<file path="config.mk">
export PLATFORM = sky130hd
export DESIGN_NAME = debounce_sync
export DESIGN_NICKNAME = d
export VERILOG_FILES = /design/src/rtl/debounce_sync.sv
export SDC_FILE = /design/constraint.sdc
export NUM_CORES = 1
export LEC_CHECK = 0
export ABC_AREA = 0
export CAP_MARGIN = 20
export CELL_PAD_IN_SITES_DETAIL_PLACEMENT = 0
export CELL_PAD_IN_SITES_GLOBAL_PLACEMENT = 1
export CORE_MARGIN = 2
export CORE_UTILIZATION = 41
export CTS_CLUSTER_DIAMETER = 60
export DETAILED_ROUTE_END_ITERATION = 8
export PLACE_DENSITY_LB_ADDON = 0.1
export SLEW_MARGIN = 30
export SYNTH_ARGS = -nofsm -noshare
export SYNTH_HDL_FRONTEND = slang
export SYNTH_SLANG_ARGS = --single-unit
</file>
<file path="constraint.sdc">
create_clock -name clk -period 2.05 [get_ports clk]
set_input_delay 0.41 -clock clk [delete_from_list [all_inputs] [get_ports clk]]
set_output_delay 0.41 -clock clk [all_outputs]
set_load 0.03 [all_outputs]
</file>
<file path="src/rtl/debounce_sync.sv">
// Two-flop synchroniser followed by a level debouncer for one asynchronous input.
// Produces a clean level, single-cycle edge pulses and a saturating rejected-glitch count.
module debounce_sync #(
  parameter int STABLE_CYCLES = 4,
  parameter int CNT_W         = $clog2(STABLE_CYCLES + 1)
) (
  input  logic       clk,
  input  logic       rstn,
  input  logic       din,
  output logic       dout,
  output logic       rise,
  output logic       fall,
  output logic       busy,
  output logic [7:0] glitch_cnt
);

  typedef enum logic [1:0] {
    IDLE_LO = 2'd0,
    WAIT_HI = 2'd1,
    IDLE_HI = 2'd2,
    WAIT_LO = 2'd3
  } state_t;

  // Index of the sample that completes qualification (counter starts at 1).
  localparam logic [CNT_W-1:0] CNT_LAST = CNT_W'(STABLE_CYCLES - 1);
  localparam logic [CNT_W-1:0] CNT_ONE  = CNT_W'(1);
  localparam logic [CNT_W-1:0] CNT_ZERO = CNT_W'(0);

  function automatic logic [7:0] sat_inc8(input logic [7:0] value);
    if (value == 8'hFF) begin
      sat_inc8 = 8'hFF;
    end else begin
      sat_inc8 = value + 8'd1;
    end
  endfunction

  logic             s1_r;
  logic             s2_r;
  logic             sync_s;
  state_t           state_r;
  logic [CNT_W-1:0] cnt_r;
  logic             dout_r;
  logic             rise_r;
  logic             fall_r;
  logic             busy_r;
  logic [7:0]       glitch_r;

  // Metastability synchroniser: plain two-flop chain, nothing in between.
  always_ff @(posedge clk or negedge rstn) begin
    if (!rstn) begin
      s1_r <= 1'b0;
      s2_r <= 1'b0;
    end else begin
      s1_r <= din;
      s2_r <= s1_r;
    end
  end

  assign sync_s = s2_r;

  // Debounce FSM with registered level, pulses, busy flag and glitch counter.
  always_ff @(posedge clk or negedge rstn) begin
    if (!rstn) begin
      state_r  <= IDLE_LO;
      cnt_r    <= CNT_ZERO;
      dout_r   <= 1'b0;
      rise_r   <= 1'b0;
      fall_r   <= 1'b0;
      busy_r   <= 1'b0;
      glitch_r <= 8'd0;
    end else begin
      rise_r <= 1'b0;
      fall_r <= 1'b0;
      case (state_r)
        IDLE_LO: begin
          if (sync_s) begin
            state_r <= WAIT_HI;
            cnt_r   <= CNT_ONE;
            busy_r  <= 1'b1;
          end else begin
            busy_r  <= 1'b0;
          end
        end
        WAIT_HI: begin
          if (!sync_s) begin
            state_r  <= IDLE_LO;
            cnt_r    <= CNT_ZERO;
            busy_r   <= 1'b0;
            glitch_r <= sat_inc8(glitch_r);
          end else if (cnt_r == CNT_LAST) begin
            state_r <= IDLE_HI;
            cnt_r   <= CNT_ZERO;
            busy_r  <= 1'b0;
            dout_r  <= 1'b1;
            rise_r  <= 1'b1;
          end else begin
            cnt_r   <= cnt_r + CNT_ONE;
            busy_r  <= 1'b1;
          end
        end
        IDLE_HI: begin
          if (!sync_s) begin
            state_r <= WAIT_LO;
            cnt_r   <= CNT_ONE;
            busy_r  <= 1'b1;
          end else begin
            busy_r  <= 1'b0;
          end
        end
        WAIT_LO: begin
          if (sync_s) begin
            state_r  <= IDLE_HI;
            cnt_r    <= CNT_ZERO;
            busy_r   <= 1'b0;
            glitch_r <= sat_inc8(glitch_r);
          end else if (cnt_r == CNT_LAST) begin
            state_r <= IDLE_LO;
            cnt_r   <= CNT_ZERO;
            busy_r  <= 1'b0;
            dout_r  <= 1'b0;
            fall_r  <= 1'b1;
          end else begin
            cnt_r   <= cnt_r + CNT_ONE;
            busy_r  <= 1'b1;
          end
        end
        default: begin
          state_r <= IDLE_LO;
          cnt_r   <= CNT_ZERO;
          busy_r  <= 1'b0;
          dout_r  <= 1'b0;
        end
      endcase
    end
  end

  assign dout       = dout_r;
  assign rise       = rise_r;
  assign fall       = fall_r;
  assign busy       = busy_r;
  assign glitch_cnt = glitch_r;

endmodule

</file>
# ---- Word level (Yosys, flattened, before mapping)
# Cells that the tools add are included.
dict set report totals {
  register_bits 19
  in_bits 3
  output_inout_bits 12
}
dict set report classes {
  n_addsub 2
  eq_ne 15
  n_mux 33
  n_reduce_logical 6
}
# cell count
set op_table {}
lappend op_table {{2-to-1 mux 8 bit} 3}
lappend op_table {{!= test 2 bit, second input constant} 8}
lappend op_table {{case mux 8 bit (2 select lines)} 1}
lappend op_table {{2-to-1 mux 3 bit} 5}
lappend op_table {{2-to-1 mux 1 bit} 14}
lappend op_table {{2-to-1 mux 2 bit} 6}
lappend op_table {{case mux 3 bit (4 select lines)} 1}
lappend op_table {{adder 8 x 1 -> 8 bit, second input constant} 1}
lappend op_table {{equality test 8 bit, second input constant} 1}
lappend op_table {{case mux 2 bit (4 select lines)} 1}
lappend op_table {{!= test 3 bit, second input constant} 2}
lappend op_table {{AND reduction 5 bit} 1}
lappend op_table {{equality test 2 bit, second input constant} 2}
lappend op_table {{case mux 1 bit (4 select lines)} 1}
lappend op_table {{AND reduction 4 bit} 1}
lappend op_table {{adder 3 x 1 -> 3 bit, second input constant} 1}
lappend op_table {{equality test 3 x 2 -> 1 bit, second input constant} 1}
lappend op_table {{AND reduction 3 bit} 1}
lappend op_table {{equality test 2 x 1 -> 1 bit, second input constant} 1}
lappend op_table {{zero test 2 bit} 1}
lappend op_table {{case mux 1 bit (2 select lines)} 1}
lappend op_table {{AND reduction 2 bit} 1}
lappend op_table {{nonzero test 2 bit} 1}

# ---- Longest topological paths before layout
dict set report logic_depth {
  ltp_word 4
  mapped_depth 4
}

# ---- Least setup slack after synthesis
# Ideal clock, no wire load.
dict set report synth_path {
  kind {reg-to-reg}
  startpoint {reg glitch_r[2], in the netlist glitch_cnt[2]}
  endpoint {reg glitch_r[7], in the netlist glitch_cnt[7]}
  arrival_ps 1384
  required_time_ps 1925
  setup_slack_ps 541
  path_stages_with_launch 4
  path_buffers 0
  synth_period_minus_slack_ps 1509
  cell_sequence {dfrtp_1 > nand4_1 > nor4_1 > mux2_2}
}
dict set report synth_via {
  elab_chain_cells 4
}
# element line
set synth_lines {}
lappend synth_lines {{from (decl)} 46} ;# logic [7:0] glitch_r;
lappend synth_lines {{from (signal assigned)} 89} ;# glitch_r <= sat_inc8(glitch_r);
lappend synth_lines {{from (signal assigned)} 115} ;# glitch_r <= sat_inc8(glitch_r);
lappend synth_lines {{adder 8 x 1 -> 8 bit / equality test 8 bit (equally long branches)} {33, 30}}
lappend synth_lines {{2-to-1 mux 8 bit (*)} 30} ;# if (value == 8'hFF) begin
lappend synth_lines {{2-to-1 mux 8 bit (on tied branches)} {111, 85}}
lappend synth_lines {{case mux 8 bit (2 select lines) (*)} 74} ;# case (state_r)
# Every way passes the cells marked *; elsewhere a longest branch is shown, timed or not. The select of a mux whose other input is x is not followed.
# A chain may end at the register's enable or synchronous reset.

# ---- Final worst setup path
dict set report layout_path {
  startpoint {reg glitch_r[3], in the netlist glitch_cnt[3]}
  endpoint {out glitch_cnt[3]}
}
# element line
set layout_rtl {}
lappend layout_rtl {{to (decl)} 14} ;# output logic [7:0] glitch_cnt
# No word-level cell between the ends.

==> insert_results.sql <==
INSERT INTO impl_metrics (metric_group, metric, value, unit) VALUES
('logic_synthesis', 'synth_top_area_share', '0.552', ''),
('final_layout', 'final_core_occ', '0.545', ''),
('global_routing', 'grt_first_pass_wirelength', '2860', 'microns'),
('worst_setup_path', 'worst-r2r-setup-slack', '0.58', 'ns'),
('route', 'vias', '710', ''),
('clock_network', 'clock-sinks', '19', ''),
('sta', 'finalHoldViolCount', '0', ''),
('floorplanning', 'core', '0.00198', 'sq mm'),
('clock_network', 'tritoncts_clock_tree', 'done', ''),
('sta', 'setup-violations-final', '0', ''),
('route', 'top_signal_layer_used', 'met4', ''),
('worst_setup_path', 'required', '1.64', 'ns'),
('final_layout', 'num_antenna_cells', '0', ''),
('global_routing', 'grt_max_degree', '20', ''),
('global_routing', 'globalRouteOverflowTotal', '0', ''),
('power', 'ir_worst_vdd', '0.645', 'mV'),
('sta', 'timing.final.crit_share', '0.921', ''),
('global_routing', 'grt_antenna_before_repair', '0', ''),
('route', 'wirelength', '1650', 'microns'),
('logic_synthesis', 'netlist_instances', '84', ''),
('final_layout', 'sequential_cell_area', '475', 'sq um'),
('worst_setup_path', 'timing.critical_path.fanout_max', '8', ''),
('sta', 'timing_max_transition_violations_final', '0', ''),
('final_layout', 'finalInstanceArea', '0.00108', 'sq mm'),
('hold_path', 'timing.hold.worst_path_depth', '0', ''),
('clock_network', 'cts.root.buffer_cell', 'clkbuf_4', ''),
('logic_synthesis', 'ys_top_cells_by_area', 'dfrtp_1 (55%), a21oi_1 (4.1%), ha_1 (2.9%)', ''),
('sta', 'finClkSkew', '0.00669', 'ns'),
('clock_network', 'cts-buffers-inserted', '3', ''),
('clock_network', 'clkLatencyLatePin', '0.30', 'ns'),
('sta', 'setup_tns', '0', 'ns'),
('route', 'antenna_left', '0', ''),
('final_layout', 'area_taken_by_multi_input_logic_gates', '352', 'sq um'),
('sta', 'min_period', '1.89', 'ns'),
('logic_synthesis', 'yosys.cell_types.count', '30', ''),
('clock_network', 'clk_transition_reported_paths', '0.11', 'ns'),
('worst_setup_path', 'crit_buf_inv', '1', ''),
('clock_network', 'post-cts-setup-buffer-count', '0', ''),
('worst_setup_path', 'reg2regPathDepth', '3', ''),
('worst_setup_path', 'worst_path_largest_cell_delay', '0.71', 'ns'),
('final_layout', 'commonest_cells_after_routing_fill_and_taps_aside', 'dfrtp_1 (19), clkdlybuf4s50_1 (14), a21oi_1 (7)', ''),
('worst_setup_path', 'cell_with_the_largest_stage_delay_on_the_worst_path', 'clkdlybuf4s50_1', ''),
('global_routing', 'grt_pass1_vias', '630', ''),
('route', 'dr_wl_met2', '756', 'microns'),
('sta', 'postLayoutSetupSlackWorst', '0.162', 'ns'),
('placement', 'placed_area', '0.00105', 'sq mm'),
('logic_synthesis', 'syn_nets', '89', ''),
('run', 'max_cap_violations', '0', ''),
('logic_synthesis', 'synth_seq_cells', '19', ''),
('floorplanning', 'die-area', '0.00249', 'sq mm'),
('route', 'drt-wirelength-per-cell', '12.6', 'microns'),
('placement', 'post_place_setup_slack', '0.486', 'ns'),
('sta', 'unrepaired_setup_endpoints_after_global_routing', 'no', ''),
('sta', 'slew_at_the_pin_closest_to_its_max_slew_limit', '0.311', 'ns'),
('final_layout', 'filler_cell_count', '170', ''),
('floorplanning', 'chipHeight', '49.9', 'microns'),
('power', 'p_leak', '0.465', 'nW'),
('global_routing', 'global_route_usage_over_all_layers', '0.154', ''),
('route', 'routed_via_density', '5.42', ''),
('sta', 'timing.slew.headroom', '0.791', ''),
('final_layout', 'post_route_cells_drive_above_1_share', '0.106', ''),
('final_layout', 'area.growth.synth_to_final', '25.4', '%'),
('power', 'ratio_of_total_power_to_cell_area', '1340', 'mW/mm^2'),
('clock_network', 'ctsHoldBuffers', '0', ''),
('logic_synthesis', 'syn_area', '862', 'sq um'),
('logic_synthesis', 'average_cell_area_after_synthesis', '10.3', 'sq um'),
('floorplanning', 'die_w', '49.9', 'microns'),
('sta', 'clock.fmax', '0.530', 'GHz'),
('placement', 'detailed_place_hpwl', '1170', 'microns'),
('run_status', 'status', 'finished clean', ''),
('placement', 'globalplace.congestion', '0.837', '');
[Yosys cell counts]
cell      count
a21boi_1      1
a21oi_1       7
a31oi_1       2
a41oi_1       1
and3_1        1
and3b_1       1
and4_1        2
buf_2         1
buf_4         2
dfrtp_1      19
ha_1          2
inv_1         4
mux2_2        1
nand2_1       6
nand2b_1      1
nand3_1       5
nand3b_1      1
nand4_1       4
nor2_1        5
nor3_1        2
nor3b_1       1
nor4_1        3
o21a_1        1
o21ai_0       2
o21ai_1       4
o21ai_2       1
o31ai_1       1
or3_1         1
xnor2_1       1
xor2_1        1
[cell type report]
type                       instances  area share
tap                               27      0.0312
sequential                        19       0.440
multi-input combinational         58       0.325
clock buffer                       3      0.0208
timing repair buffer              19       0.164
clock inverter                     1     0.00463
inverter                           4      0.0139
[registers in the layout, indices dropped and copies added, names as in the netlist, named ones only]
| signal | flops |
|---|---|
| glitch_cnt | 8 |
| cnt_r | 3 |
| busy | 1 |
| dout | 1 |
| fall | 1 |
| rise | 1 |
| s1_r | 1 |
| s2_r | 1 |
| state_r | 1 |
[report_power, final]
group	internal [mW]	switching (mW)
logic	0.283	0.391
clock network	0.0726	0.115
registers	0.478	0.113
total	0.833	0.618
[routing by layer]
layer  vias to the layer above  track usage
met5                         -            0
met4                         0       0.0694
met3                         4       0.0273
met2                        21        0.224
met1                       339        0.224
li1                        346            -
[worst register-to-register path, stage by stage, from the launching register on]
cell and delay (ns):
dfrtp_1 0.46, xor2_1 0.20, nor4_1 0.34, mux2_2 0.38
[path summary, 6_finish.rpt]
kind | endpoint | startpoint
min in group asynchronous | glitch_cnt[6]$_DFFE_PN0P_ | rstn
worst max register to register | glitch_cnt[7]$_DFFE_PN0P_ | register
worst min-delay path | s2_r$_DFF_PN0_ | s1_r$_DFF_PN0_
worst min register to register | s2_r$_DFF_PN0_ | s1_r$_DFF_PN0_
worst max-delay path | glitch_cnt[3] | glitch_cnt[3]$_DFFE_PN0P_
max in group asynchronous | cnt_r[2]$_DFFE_PN0P_ | rstn
[cell families (layout without fill, tap and decap cells)]
logic type / after synthesis / in the layout / synth area share
AOI/OAI and AO/OA: 20 / 20 / 0.136
xor gates and xnor gates: 2 / 2 / 0.0203
adders and majority gates: 2 / 2 / 0.0290
buffers and inverters: 7 / 27 / 0.0406
DFF: 19 / 19 / 0.552
muxes: 1 / 1 / 0.0131
and+or+nand+nor: 33 / 33 / 0.209
[through the flow]
stage                     hold WS [ns]  std cells  power, mW
after floorplan                  0.114         84       1.02
after global placement           0.338        127       1.27
after detailed placement         0.340        127       1.27
after CTS                        0.368        131       1.47
after global routing             0.372        131       1.58
final                            0.362        131       1.45
No activity file was read; power rests on OpenSTA's default activity.
